===== src/rtl/alu_sequencer_pkg.sv =====
// Shared types for the ALU sequencer: op encoding, direction, FSM states, decode.
// Latency: n/a (types and a combinational helper only).
// Backpressure: n/a.
package alu_sequencer_pkg;

    typedef enum logic [2:0] {
        ADD = 3'd0,
        SUB = 3'd1,
        MUL = 3'd2,
        DIV = 3'd3,
        SHL = 3'd4,
        SHR = 3'd5,
        ROL = 3'd6,
        ROR = 3'd7
    } alu_op_e;

    typedef enum logic {
        LEFT  = 1'b0,
        RIGHT = 1'b1
    } op_dir_e;

    typedef enum logic [1:0] {
        IDLE    = 2'd0,
        ISSUE   = 2'd1,
        CAPTURE = 2'd2,
        RESP    = 2'd3
    } alu_seq_state_e;

    // One-hot ALU strobes plus shift/rotate direction.
    typedef struct packed {
        logic    add;
        logic    sub;
        logic    mul;
        logic    div;
        logic    shift;
        logic    rot;
        op_dir_e dir;
    } alu_ctrl_t;

    // Encoded op -> strobe set. Exactly one strobe is set for every encoding;
    // direction is only meaningful for shift/rotate and defaults to LEFT.
    function automatic alu_ctrl_t decode_op(alu_op_e op);
        alu_ctrl_t c;
        c = '0;
        case (op)
            ADD: c.add = 1'b1;
            SUB: c.sub = 1'b1;
            MUL: c.mul = 1'b1;
            DIV: c.div = 1'b1;
            SHL: c.shift = 1'b1;
            SHR: begin
                c.shift = 1'b1;
                c.dir   = RIGHT;
            end
            ROL: c.rot = 1'b1;
            ROR: begin
                c.rot = 1'b1;
                c.dir = RIGHT;
            end
            default: c = '0;
        endcase
        return c;
    endfunction

endpackage


===== src/rtl/alu_sequencer_arbiter.sv =====
// 2-way round-robin arbiter: grants the lone requester, or the one not granted last.
// Latency: combinational grant; last_grant updates on the edge a grant is taken.
// Backpressure: no grant while enable is low; every enabled grant is a handshake.
//
// Ports: clock/reset (sync, active-high), enable (grants allowed this cycle),
// valid[1:0] (request present per requester), grant (winning index),
// grant_valid (a grant is being issued this cycle).
module alu_rr_arbiter
    import alu_sequencer_pkg::*;
(
    input  logic       clock,
    input  logic       reset,
    input  logic       enable,
    input  logic [1:0] valid,
    output logic       grant,
    output logic       grant_valid
);

    // Reset to 1 so requester 0 wins the first contested cycle.
    logic last_grant;

    always_comb begin
        grant = valid[1];
        if (valid == 2'b11) begin
            grant = ~last_grant;
        end
        grant_valid = enable & (|valid);
    end

    always_ff @(posedge clock) begin
        if (reset) begin
            last_grant <= 1'b1;
        end else if (grant_valid) begin
            last_grant <= grant;
        end
    end

endmodule


===== src/rtl/alu_sequencer.sv =====
// Two-requester front end for the shared 8-bit ALU: arbitrate, decode, issue, capture, respond.
// Latency: response 3 cycles after accept (1 cycle for divide-by-zero); 1 op per 4 cycles max.
// Backpressure: response held stable until rsp_ready; no request accepted until it is taken.
//
// Ports: clock/reset (sync, active-high); req0_*/req1_* valid/ready request channels
// with op, a, b; rsp_* response channel (valid/ready, id, result, zero, err);
// alu_* control outputs to the ALU (operands, enable, one-hot strobes, direction)
// and alu_result, the ALU's registered result.
module alu_sequencer
    import alu_sequencer_pkg::*;
#(
    parameter logic [7:0] DIV0_RESULT = 8'hFF
) (
    input  logic       clock,
    input  logic       reset,

    input  logic       req0_valid,
    output logic       req0_ready,
    input  logic [2:0] req0_op,
    input  logic [7:0] req0_a,
    input  logic [7:0] req0_b,

    input  logic       req1_valid,
    output logic       req1_ready,
    input  logic [2:0] req1_op,
    input  logic [7:0] req1_a,
    input  logic [7:0] req1_b,

    output logic       rsp_valid,
    input  logic       rsp_ready,
    output logic       rsp_id,
    output logic [7:0] rsp_result,
    output logic       rsp_zero,
    output logic       rsp_err,

    output logic [7:0] alu_register1,
    output logic [7:0] alu_register2,
    output logic       alu_out,
    output logic       alu_op_add,
    output logic       alu_op_sub,
    output logic       alu_op_mul,
    output logic       alu_op_div,
    output logic       alu_op_shift,
    output logic       alu_op_rot,
    output op_dir_e    alu_op_dir,
    input  logic [7:0] alu_result
);

    alu_seq_state_e state;
    alu_ctrl_t      ctrl_q;

    logic       grant;
    logic       grant_valid;
    alu_op_e    sel_op;
    logic [7:0] sel_a;
    logic [7:0] sel_b;

    alu_rr_arbiter u_arb (
        .clock       (clock),
        .reset       (reset),
        .enable      (state == IDLE),
        .valid       ({req1_valid, req0_valid}),
        .grant       (grant),
        .grant_valid (grant_valid)
    );

    // grant_valid already implies IDLE and that the granted requester is valid,
    // so it doubles as the accept strobe.
    assign req0_ready = grant_valid & (grant == 1'b0);
    assign req1_ready = grant_valid & (grant == 1'b1);

    always_comb begin
        sel_op = alu_op_e'(grant ? req1_op : req0_op);
        sel_a  = grant ? req1_a : req0_a;
        sel_b  = grant ? req1_b : req0_b;
    end

    assign alu_op_add   = ctrl_q.add;
    assign alu_op_sub   = ctrl_q.sub;
    assign alu_op_mul   = ctrl_q.mul;
    assign alu_op_div   = ctrl_q.div;
    assign alu_op_shift = ctrl_q.shift;
    assign alu_op_rot   = ctrl_q.rot;
    assign alu_op_dir   = ctrl_q.dir;

    always_ff @(posedge clock) begin
        if (reset) begin
            state         <= IDLE;
            ctrl_q        <= '0;
            alu_out       <= 1'b0;
            alu_register1 <= 8'd0;
            alu_register2 <= 8'd0;
            rsp_valid     <= 1'b0;
            rsp_id        <= 1'b0;
            rsp_result    <= 8'd0;
            rsp_zero      <= 1'b0;
            rsp_err       <= 1'b0;
        end else begin
            case (state)
                IDLE: begin
                    if (grant_valid) begin
                        alu_register1 <= sel_a;
                        alu_register2 <= sel_b;
                        rsp_id        <= grant;
                        // Divide-by-zero never reaches the ALU; answer directly.
                        if (sel_op == DIV && sel_b == 8'd0) begin
                            rsp_result <= DIV0_RESULT;
                            rsp_err    <= 1'b1;
                            rsp_zero   <= 1'b0;
                            rsp_valid  <= 1'b1;
                            state      <= RESP;
                        end else begin
                            ctrl_q  <= decode_op(sel_op);
                            alu_out <= 1'b1;
                            state   <= ISSUE;
                        end
                    end
                end
                ISSUE: begin
                    // Strobes live for exactly this one cycle.
                    ctrl_q  <= '0;
                    alu_out <= 1'b0;
                    state   <= CAPTURE;
                end
                CAPTURE: begin
                    rsp_result <= alu_result;
                    rsp_zero   <= (alu_result == 8'd0);
                    rsp_err    <= 1'b0;
                    rsp_valid  <= 1'b1;
                    state      <= RESP;
                end
                RESP: begin
                    if (rsp_ready) begin
                        rsp_valid <= 1'b0;
                        state     <= IDLE;
                    end
                end
                default: state <= IDLE;
            endcase
        end
    end

endmodule


===== config.mk =====
export PLATFORM = sky130hd
export DESIGN_NAME = alu_sequencer
export DESIGN_NICKNAME = d
export VERILOG_FILES = /design/src/rtl/alu_sequencer_pkg.sv /design/src/rtl/alu_sequencer_arbiter.sv /design/src/rtl/alu_sequencer.sv
export SDC_FILE = /design/constraint.sdc
export NUM_CORES = 1
export LEC_CHECK = 0
export CAP_MARGIN = 20
export CORE_ASPECT_RATIO = 0.7
export CORE_MARGIN = 2
export CORE_UTILIZATION = 42
export CTS_CLUSTER_DIAMETER = 60
export CTS_CLUSTER_SIZE = 12
export DETAILED_ROUTE_END_ITERATION = 16
export MAX_ROUTING_LAYER = met4
export PLACE_DENSITY = 0.81
export SYNTH_ARGS = -nofsm -noshare
export SYNTH_HDL_FRONTEND = slang
export SYNTH_HIERARCHICAL = 1
export SYNTH_SLANG_ARGS = --single-unit

===== constraint.sdc =====
create_clock -name clock -period 3.1 [get_ports clock]
set_input_delay 0.62 -clock clock [delete_from_list [all_inputs] [get_ports clock]]
set_output_delay 0.62 -clock clock [all_outputs]
set_load 0.01 [all_outputs]

==> run summary, run 1 <==
Antenna Cells -> 0
Die Ht -> 61.4 µm
# setup viols final -> 0
Fin Setup TNS -> 0 ps
Grt ovf -> 0
DRC -> 0
Outcome -> finished clean
DR pass1 iterations -> 4
Port bufs -> 88
Fmax -> 0.350 GHz
Largest area contributor in the synthesized netlist -> dfxtp_1
Die ar. -> 5270 µm²
Pint -> 1.35 mW
# rows -> 20
Synth unique cells -> 41
Commonest cells in the netlist -> dfxtp_1 (39), nor2_1 (21), a211oi_1 (18), mux2i_1 (18), o21ai_0 (15)
CTS Sinks -> 39
Power, Total -> 2.13 mW
Cts repair resizes -> 0
Min cycle time layout -> 2860 ps
Slew Limit Fails -> 0
Gate Count Post-Synth -> 224
H-tree levels -> 2
Post-CTS Setup Bufs -> 0
Worst Hold Class -> flop to flop
Count leader, synth -> dfxtp_1
Final hold vios -> 0
Crit-path max FO -> 27
Wire per inst -> 14.9 µm
Root Driver -> clkbuf_8
Starting Density -> 0.446
Synth async-reset ratio -> 0
Syn Nets -> 281
Antenna violations before repair -> 0
Switching share of power -> 0.366
Leakage -> 1.13 nW
I/O pin total -> 89
Top-area cell type share of the netlist area -> 0.395
Largest net degree at the start of global routing -> 34
Register bit total from synthesis -> 39
Peak VDD IR -> 0.424 mV
Crit path launch type -> input port
Setup repair after global routing missed its margin -> false
Hold buffer count at cts -> 0
Crit end category -> output pin
Later-pin clock latency in the skew report -> 300 ps
Flop pwr share -> 0.353
CP required -> 2480 ps
Relative slew slack -> 0.427
Tot GR Track Use -> 0.222
Period Utilization, post-route -> 0.922
Yosys warning count -> 6
Combinational share of power -> 0.489
Post-Syn Area per Cell -> 8.81 µm²
Vias/cell -> 5.46
P&R area growth vs syn -> 53.4%
Layout Skew -> 8.14 ps
Core area -> 4430 µm²
Clock power frac -> 0.158
Main area contributors after synthesis -> dfxtp_1 (40%), mux2i_1 (9.1%), a211oi_1 (6.8%), o311a_1 (4.1%), nor2_1 (4.0%)
Share of cells above drive strength 1 -> 0.0671
Critical setup path kind -> input port to output pin
Final wirelength -> 5.49 mm
Clock-pin slew on the worst setup and hold paths -> 70 ps
TritonCTS clock tree -> built
Post-synthesis sequential area ratio -> 0.395
Post-route ant nets -> 0
Sw power -> 779 µW
Max Buffers Root-to-Sink -> 2
Mapped cell area -> 1970 µm²
Num CTS Buffers -> 5
Critical path arrival -> 2240 ps
Dpl hpwl -> 4.12 mm
Max-cap viol count -> 0
Initial drt markers -> 62
# nets final -> 369
Top FF cell, synth -> dfxtp_1
First-pass GRT wire length -> 8.81 mm
Final Wtd Congestion -> 0.866
Vias in the first global route -> 1,834
Cell Pwr Density -> 703 nW/µm²
EDFF count, synth -> 0
Die X -> 86.0 µm
Vias -> 2,009
Worst Tran Pin Value -> 857 ps
[critical path: stages]
cell and delay [ps]:
clkdlybuf4s50_1 500, a21boi_4 220, buf_12 220, and2_1 150, clkdlybuf4s50_1 520
[routing by layer]
| metal | GRT usage | wire length (µm) | vias to the layer above |
|---|---|---|---|
| li1 | - | - | 1010 |
| met1 | 0.286 | 2640 | 914 |
| met2 | 0.351 | 2420 | 76 |
| met3 | 0.0469 | 364 | 9 |
| met4 | 0.0748 | 66 | 0 |
| met5 | - | 0 | - |
[state kept, by name, summed over array words and instances (netlist names)]
register          cells
alu_op_rot            1
state                 2
alu_op_add            1
alu_op_div            1
rsp_result            8
rsp_valid             1
rsp_err               1
alu_op_sub            1
alu_register2         8
alu_op_shift          1
alu_out               1
alu_op_dir            1
u_arb/last_grant      1
alu_op_mul            1
rsp_id                1
alu_register1         8
rsp_zero              1
[cell families (layout without fill, tap and decap cells)]
group,Yosys count,count (layout),share of synthesized area
AOI/OAI and AO/OA,69,69,0.252
and+or+nand+nor,69,69,0.174
DFF,39,39,0.395
buffers and inverters,22,111,0.0437
muxes,19,19,0.0970
adders and majority gates,6,6,0.0380
[through the flow]
stage	hold slack (ps)	cells	area, µm²	util	worst slack, ps
finish	461	368	3030	0.684	243
global route	502	368	3030	0.684	176
CTS	464	368	3030	0.684	233
detailed placement	454	360	2950	0.665	178
global placement	445	360	2950	0.665	247
floorplan	472	224	1970	-	678
[layout make-up]
type                       instances  area (µm²)
fill                             385        1400
multi-input combinational        163        1120
timing repair buffer              95         946
sequential                        39         781
clock buffer                       7        76.3
tap                               55        68.8
inverter                           8        30.0
clock inverter                     1        5.00
[placed cells by master (no fill, tap or decap), types with 4 or more instances in the layout]
master and n:
clkdlybuf4s50_1 88, mux2i_1 18, buf_4 6, dfxtp_1 39, nand2_1 13, a211oi_1 18
nor3_1 5, o211ai_1 6, nor2_1 20, clkbuf_8 5, nor4_1 5, o21ai_0 15
nand3_1 4, o311a_1 8, inv_1 7, nor2b_1 11, ha_1 6, a21oi_1 7
[path summary, 6_finish.rpt]
kind                                  from            end  slack [ps]  depth (start not counted)
worst max-delay path            req1_valid     req1_ready         240                          5
worst min-delay path                rsp_id         rsp_id         460                          2
worst max register to register    state[1]  rsp_result[1]         920                          9
worst min register to register      rsp_id         rsp_id         460                          2
[power by group through the flow]
stage	clock (mW)	sequential, mW	combinational [mW]
global route	0.363	0.771	1.14
CTS	0.343	0.751	1.05
floorplan	0	0.818	0.471
global placement	0	0.754	1.03
finish	0.337	0.751	1.04
detailed placement	0	0.761	1.04
Note: power is estimated with default switching activity, not from simulation.
==> run 2: changes to the inputs <==
Settings changed: CORE_UTILIZATION 42 to 45, PLACE_DENSITY 0.81 to 0.86.
Clock period 3.1 ns to 3.66 ns, I/O delays scaled along.
==> run summary, run 2 (synthesis results as in run 1) <==
Core area -> 4280 µm² (-3.4%)
DRC -> 0 (unchanged)
Antenna Cells -> 0 (unchanged)
Cts repair resizes -> 0 (unchanged)
Share of cells above drive strength 1 -> 0.0613 (-0.00580)
Crit end category -> output pin
Die X -> 83.2 µm (-3.2%)
Post-CTS Setup Bufs -> 0 (unchanged)
Final worst slack -> 581 ps (+339 ps)
Reg2Reg Depth -> 8 (-1)
Vias in the first global route -> 1,914 (+4.4%)
Final hold vios -> 0 (unchanged)
Worst Hold Class -> flop to flop
# rows -> 20 (unchanged)
Outcome -> finished clean
Later-pin clock latency in the skew report -> 290 ps (about the same)
Clock-pin slew on the worst setup and hold paths -> 60 ps (about the same)
Tot GR Track Use -> 0.238 (+0.0166)
Cell Pwr Density -> 591 nW/µm² (-16%)
Commonest non-fill, non-tap cell in the layout -> clkdlybuf4s50_1
CP required -> 2930 ps (+450 ps)
# setup viols final -> 0 (unchanged)
Place WS -> 582 ps (+404 ps)
Post-route ant nets -> 0 (unchanged)
Critical path arrival -> 2350 ps (+110 ps)
Slew Limit Fails -> 0 (unchanged)
Fmax -> 0.325 GHz
Final Wtd Congestion -> 0.943 (+8.9%)
Num CTS Buffers -> 5 (unchanged)
Max-cap viol count -> 0 (unchanged)
Fin cells -> 365 (-0.82%)
Initial drt markers -> 99 (+60%)
Leakage -> 1.12 nW (-1.2%)
Max Buffers Root-to-Sink -> 2 (unchanged)
First-pass GRT wire length -> 9.07 mm (+3.0%)
CTS Sinks -> 39 (unchanged)
Dpl hpwl -> 4.09 mm (-0.76%)
Antenna violations before repair -> 0 (unchanged)
Min cycle time layout -> 3080 ps
# nets final -> 368 (-0.27%)
Worst Tran Pin Value -> 931 ps (+73.9 ps)
Starting Density -> 0.461 (+0.0156)
Hold Crit Depth -> 2 (unchanged)
Biggest regs -> alu_register1 x8, alu_register2 x8, rsp_result x8
Port bufs -> 88 (unchanged)
TritonCTS clock tree -> built
Hold buffer count at cts -> 0 (unchanged)
Period Utilization, post-route -> 0.841
Relative slew slack -> 0.378 (-0.0494)
Layout Skew -> 4.70 ps (-3.44 ps)
Vias/cell -> 5.50 (+0.82%)
Die ar. -> 4940 µm² (-6.3%)
Die Ht -> 59.4 µm (-3.2%)
Fin Setup TNS -> 0 ps (unchanged)
Setup repair after global routing missed its margin -> false
Power, Total -> 1.77 mW (-17%)
Critical setup path kind -> input port to output pin
Crit-path max FO -> 6 (-78%)
P&R area growth vs syn -> 51.9%
I/O pin total -> 89 (unchanged)
Peak VDD IR -> 0.385 mV (-9.3%)
Largest net degree at the start of global routing -> 34 (unchanged)
DR pass1 iterations -> 4 (unchanged)
Placed Cells -> 359 (-0.28%)
H-tree levels -> 2 (unchanged)
Final wirelength -> 5.44 mm (-0.97%)
Root Driver -> clkbuf_8
Layout Utilization -> 0.701 (+0.0173)
Wire per inst -> 14.9 µm (-0.15%)
Grt ovf -> 0 (unchanged)
Commonest non-fill, non-tap cells in the layout -> clkdlybuf4s50_1 (88), dfxtp_1 (39), nor2_1 (20), mux2i_1 (18), a211oi_1 (18)
Crit path launch type -> input port
Vias -> 2,009 (unchanged)
run 2: area by class of cell:
class	instances	area, µm²
tap	55	68.8
inverter	8	30.0
multi-input combinational	163	1120
clock buffer	6	72.6
sequential	39	781
fill	349	1280
timing repair buffer	94	926
run 2: per-layer routing:
| metal | part of all wire | vias up | global-route usage |
|---|---|---|---|
| met5 | 0 | - | - |
| met4 | 0.014 | 0 | 0.0796 |
| met3 | 0.077 | 8 | 0.0752 |
| met2 | 0.43 | 76 | 0.361 |
| met1 | 0.48 | 919 | 0.306 |
| li1 | - | 1006 | - |
run 2: worst paths after layout:
kind               from            end  slack, ps
min              rsp_id         rsp_id        470
min reg2reg      rsp_id         rsp_id        470
max          req0_valid     req0_ready        580
max reg2reg    state[0]  rsp_result[7]       1330
run 2: critical path, cell delays in order:
cell             delay (ps)
clkdlybuf4s50_1         550
o21a_1                  260
inv_1                   140
nor2_1                  100
clkdlybuf4s50_1         560
run 2: report_power, final:
group | total [mW] | leakage, nW | internal, mW | switching, mW
sequential | 0.635 | 0.319 | 0.559 | 0.0760
combinational | 0.869 | 0.761 | 0.438 | 0.431
clock | 0.267 | 0.0371 | 0.127 | 0.140
total | 1.77 | 1.12 | 1.12 | 0.647
run 2: metrics by stage:
step | hold slack (ps) | cell area [µm²]
final | 469 | 3000
after global routing | 482 | 3000
after CTS | 471 | 3000
after detailed placement | 462 | 2930
after global placement | 446 | 2930
after floorplan | 472 | 1970
==> patch 1 (settings of run 1) <==
Reset style: asynchronous (`reset`), changed in 2 clocked blocks.
--- a/src/rtl/alu_sequencer_arbiter.sv
+++ b/src/rtl/alu_sequencer_arbiter.sv
@@ -28,5 +28,5 @@
     end
 
-    always_ff @(posedge clock) begin
+    always_ff @(posedge clock or posedge reset) begin
         if (reset) begin
             last_grant <= 1'b1;
--- a/src/rtl/alu_sequencer.sv
+++ b/src/rtl/alu_sequencer.sv
@@ -84,5 +84,5 @@
     assign alu_op_dir   = ctrl_q.dir;
 
-    always_ff @(posedge clock) begin
+    always_ff @(posedge clock or posedge reset) begin
         if (reset) begin
             state         <= IDLE;
Check against the original RTL: differs if reset is asserted again (counterexample within 4 cycles, from zero or initial values and one cycle with reset high); with reset held inactive, the same outputs for 10 cycles.
==> patch 1 against run 1 <==
Global-route usage shrank 1.5 points; count of clock-buffer cells in the layout is the same; clock skew rose by 0.0045 ns; final area is 4.4% higher; setup slack got worse by 0.0064 ns; sequential cell count is the same; routed wire length increased by 0.82%; via count is 4.1% lower; area after synthesis up 6.1%; sequential share of layout area rose by 5.1 points; power is 15% higher; critical endpoint is now req0_ready; largest cell class unchanged.
==> patch 1: results (changes against run 1) <==
comb pwr 1.28 mW (+23%); Pleak 1.284 nW (+13%); met2 GRT Util 0.3045 (-0.04654); post-synthesis cell type count 44 (+7.3%); dominant cells by area after synthesis dfrtp_1 45%, mux2i_1 8.6%, nand2_1 4.8%, o21ai_0 4.8%, ha_1 3.6%; pre-CTS WS 0.2255 ns (+0.04722 ns); asr flop ratio synth 1.000 (+1.000); seq pwr 0.842 mW (+12%); GRT Resource Usage Total 0.2065 (-0.01524); vias per inst 5.205 (-4.6%); met2 wire length 2.322 mm (-3.9%); layout cells sized above 1 0.07641 (+0.009319); synth cell count leaders 38 x dfrtp_1, 27 x nand2_1, 20 x o21ai_0; dpl cell area 0.003079 mm2 (+4.5%); status completed; Placed Cells 362 (+0.56%); crit-path max FO 6 (-78%); Max H-tree Level 2 (unchanged); # diodes 0 (unchanged); CP delay by family, top buffers and inverters; Starting DRT DRC Count 84 (+35%); met1 GRT Util 0.2885 (+0.002058); wl on met1 2.668 mm (+0.98%); post-CTS resize count 0 (unchanged); met3 WL 480 um (+32%); dominant synthesized flop cell dfrtp_1; clock skew 0.01261 ns (+0.004471 ns); first-pass GRT wire length 8.873 mm (+0.70%); GPL Wtd Cong 0.8444 (-2.5%); CP peak stage delay 0.56 ns (+0.04 ns); hold-critical path depth 2 (unchanged); measured slew at the worst slew-check pin 0.6089 ns (-0.2485 ns); Mapped Cells 209 (-6.7%); Filler cells 393 (+2.1%); met3 usage 0.04980 (+0.002887); Worst-path clk slew 0.07 ns (about the same); Seq/Total Area, Yosys 0.4663 (+0.07083); reg2reg path depth 8 (-1); highest routed layer met4; Post-CTS Setup Bufs 0 (unchanged); Clock Latency Late Sink 0.29 ns; Synth Net Count 266 (-5.3%); slowest stage cell, crit path clkdlybuf4s50_1; Tightest Hold Check Type reg -> reg; buffers added on ports 88 (unchanged); drt wl/cell 14.96 um (+0.27%); Initial DRT Pass Iterations 4 (unchanged); Max VDD drop 0.3501 mV (-17%); total power 2.448 mW (+15%); initial antenna violation count 0 (unchanged); P_int 1.520 mW (+13%); hpwl dp 4.328 mm (+5.0%); initial core utilization 0.4383 (-0.007511); Critical Path AT 2.24 ns (about the same); via count 1926 (-4.1%); largest net degree at the start of global routing 24 (-29%); clock root cell clkbuf_8
patch 1: cell count changes after synthesis, sizes merged, moves of 4 or more:
cell	run 1	this run
o311a	8	0
nand3	4	8
nor2	21	11
nor2b	11	3
dfrtp	0	38
nand2b	1	5
a211oi	19	3
o211ai	6	0
nand2	13	27
o21ai	15	22
dfxtp	39	0
o22a	0	7
patch 1: cell families (layout without fill, tap and decap cells):
| kind of cell | after synthesis | count (layout) | synth area share |
|---|---|---|---|
| compound gates | 56 | 56 | 0.1851 |
| flops | 39 | 39 | 0.4663 |
| fa+ha+maj | 6 | 6 | 0.03582 |
| mux | 20 | 20 | 0.09850 |
| simple gates | 68 | 68 | 0.1773 |
| buf+inv | 20 | 112 | 0.03701 |
patch 1: area by class of cell:
class | instances | area (um2) | share of cell area
Multi-Input combinational cell | 150 | 1052 | 0.3329
Sequential cell | 39 | 977.2 | 0.3092
Timing Repair Buffer | 94 | 925.9 | 0.2930
Tap cell | 69 | 86.33 | 0.02732
Clock buffer | 7 | 76.32 | 0.02415
Inverter | 10 | 37.54 | 0.01188
Clock inverter | 1 | 5.005 | 0.001584
patch 1: worst paths after layout:
| path | slack (ns) | startpoint | to |
|---|---|---|---|
| hold / removal | 0.48 | alu_register2[1]$_DFFE_PP0P_ | alu_register2[1]$_DFFE_PP0P_ |
| setup reg to reg | 0.63 | state[1]$_DFFE_PP0P_ | alu_op_add$_DFFE_PP0P_ |
| hold reg to reg | 0.48 | alu_register2[1]$_DFFE_PP0P_ | alu_register2[1]$_DFFE_PP0P_ |
| min in group asynchronous | 0.67 | reset | u_arb/last_grant$_DFFE_PP1P_ |
| setup / recovery | 0.24 | req0_valid | req0_ready |
| max in group asynchronous | 1.63 | reset | rsp_err$_DFFE_PP0P_ |
==> patch 2 (settings of run 1) <==
Made on the original files. Change the parameter `DIV0_RESULT` from 8'hFF to 8'h7F.
--- a/src/rtl/alu_sequencer.sv
+++ b/src/rtl/alu_sequencer.sv
@@ -10,5 +10,5 @@
     import alu_sequencer_pkg::*;
 #(
-    parameter logic [7:0] DIV0_RESULT = 8'hFF
+    parameter logic [7:0] DIV0_RESULT = 8'h7F
 ) (
     input  logic       clock,
Check against the original RTL: not equivalent (Yosys sat finds a counterexample within 4 cycles, from zero or initial values and one cycle with reset high).
==> patch 2 against run 1 <==
Via count is 2.5% higher; die area is 0.96% higher; area after synthesis is 1.0% higher; hold slack better by 0.0093 ns; final cell count is 1.1% higher; synthesized cell count is 1.8% higher; routed wire length is 1.4% lower; power is 0.11% higher; utilization is 0.13 points lower; setup slack worse by 0.013 ns; final area is 0.37% higher; sequential share of layout area is 0.096 points lower; sequential cell count stayed put; largest power group unchanged.
==> patch 2: results (changes against run 1) <==
post-synthesis cell type count 42 (+2.4%); total wire length 5.410 mm (-1.4%); dominant cells by area after synthesis dfxtp_1 39%, mux2i_1 9.0%, a211oi_1 6.8%, nor2_1 4.0%, ha_1 3.8%; mux contribution to synthesized area 0.09598 (-0.0009732); Fmax 0.3484 GHz (-0.44%); largest net degree at the start of global routing 34 (unchanged); dpl cell area 0.002958 mm2 (+0.38%); buffers added on ports 88 (unchanged); Seq/Total Area, Yosys 0.3915 (-0.003969); hpwl dp 4.180 mm (+1.4%); Min Hold Slack 0.4702 ns (+0.009307 ns); RR Startpoint u_arb/last_grant$_SDFFE_PP1P_; area of the multi-input gates 0.001137 mm2 (+1.5%); GPL Wtd Cong 0.8723 (+0.76%); clock buffer depth 2 (unchanged); hold-critical path depth 2 (unchanged); post-synthesis adder-cell area fraction 0.03764 (-0.0003817); via count 2060 (+2.5%); CP Capture Point req1_ready; P_int 1.354 mW (+0.20%); initial antenna violation count 0 (unchanged); Synth Net Count 285 (+1.4%); worst reg2reg setup slack 0.98 ns (+0.06 ns); # diodes 0 (unchanged); crit-path max FO 11 (-59%); YS warnings 6 (unchanged); asr flop ratio synth 0 (unchanged); relative slew slack 0.6425 (+0.2153); pre-CTS WS 0.2046 ns (+0.02640 ns); Starting DRT DRC Count 103 (+66%); Worst-path clk slew 0.07 ns (about the same); Clock Latency Late Sink 0.29 ns; synth cell count leaders 39 x dfxtp_1, 21 x nor2_1, 18 x a211oi_1, 18 x mux2i_1; Post-CTS Setup Bufs 0 (unchanged); Max VDD drop 0.3224 mV (-24%); Filler cells 345 (-10%); post-CTS resize count 0 (unchanged); worst reg2reg endpoint rsp_valid$_SDFFE_PP0P_; hold path start rsp_id$_SDFFE_PP0P_; crit path launch req1_valid; clock skew 0.01129 ns (+0.003143 ns); Syn Area/Cell 8.747 um2 (-0.76%); post-synthesis xor/xnor area fraction 0 (unchanged); Pleak 1.133 nW (+0.16%); top flop regs alu_register1 (8), alu_register2 (8), rsp_result (8); Initial DRT Pass Iterations 4 (unchanged); Synth Area in Compound Gates 0.2503 (-0.001271); vias in the first global route 1750 (-4.6%); CTS buffer count 5 (unchanged); first-pass GRT wire length 8.666 mm (-1.6%); layout cells sized above 1 0.06940 (+0.002308); reg2reg path depth 7 (-2); GRT Resource Usage Total 0.2175 (-0.004329); vias per inst 5.538 (+1.4%); status completed; Placed Cells 364 (+1.1%)
-- patch 2: area by class of cell --
type	count	area share
multi-input cells	166	0.3742
repair buffers	96	0.3096
flip-flops and latches	39	0.2569
clock buffers	7	0.02511
well taps	55	0.02264
inverters	8	0.009881
clock inverters	1	0.001647
-- patch 2: power groups by stage --
stage	clock [mW]	sequential, mW	combinational (mW)
after floorplan	0	0.823	0.482
after global placement	0	0.760	1.04
after detailed placement	0	0.762	1.05
after CTS	0.332	0.753	1.06
after global routing	0.351	0.773	1.16
final	0.323	0.753	1.06
-- patch 2: critical path, cell delays in order --
cell,delay [ns]
clkdlybuf4s50_1,0.51
a21boi_4,0.22
buf_4,0.22
and2_1,0.15
clkdlybuf4s50_1,0.53
-- patch 2: layer usage --
metal | vias up | global-route usage | part of all wire
li1 | 1027 | - | -
met1 | 943 | 0.3350 | 0.51
met2 | 88 | 0.2890 | 0.40
met3 | 2 | 0.04290 | 0.085
met4 | 0 | 0.04018 | 0.0030
met5 | - | - | 0
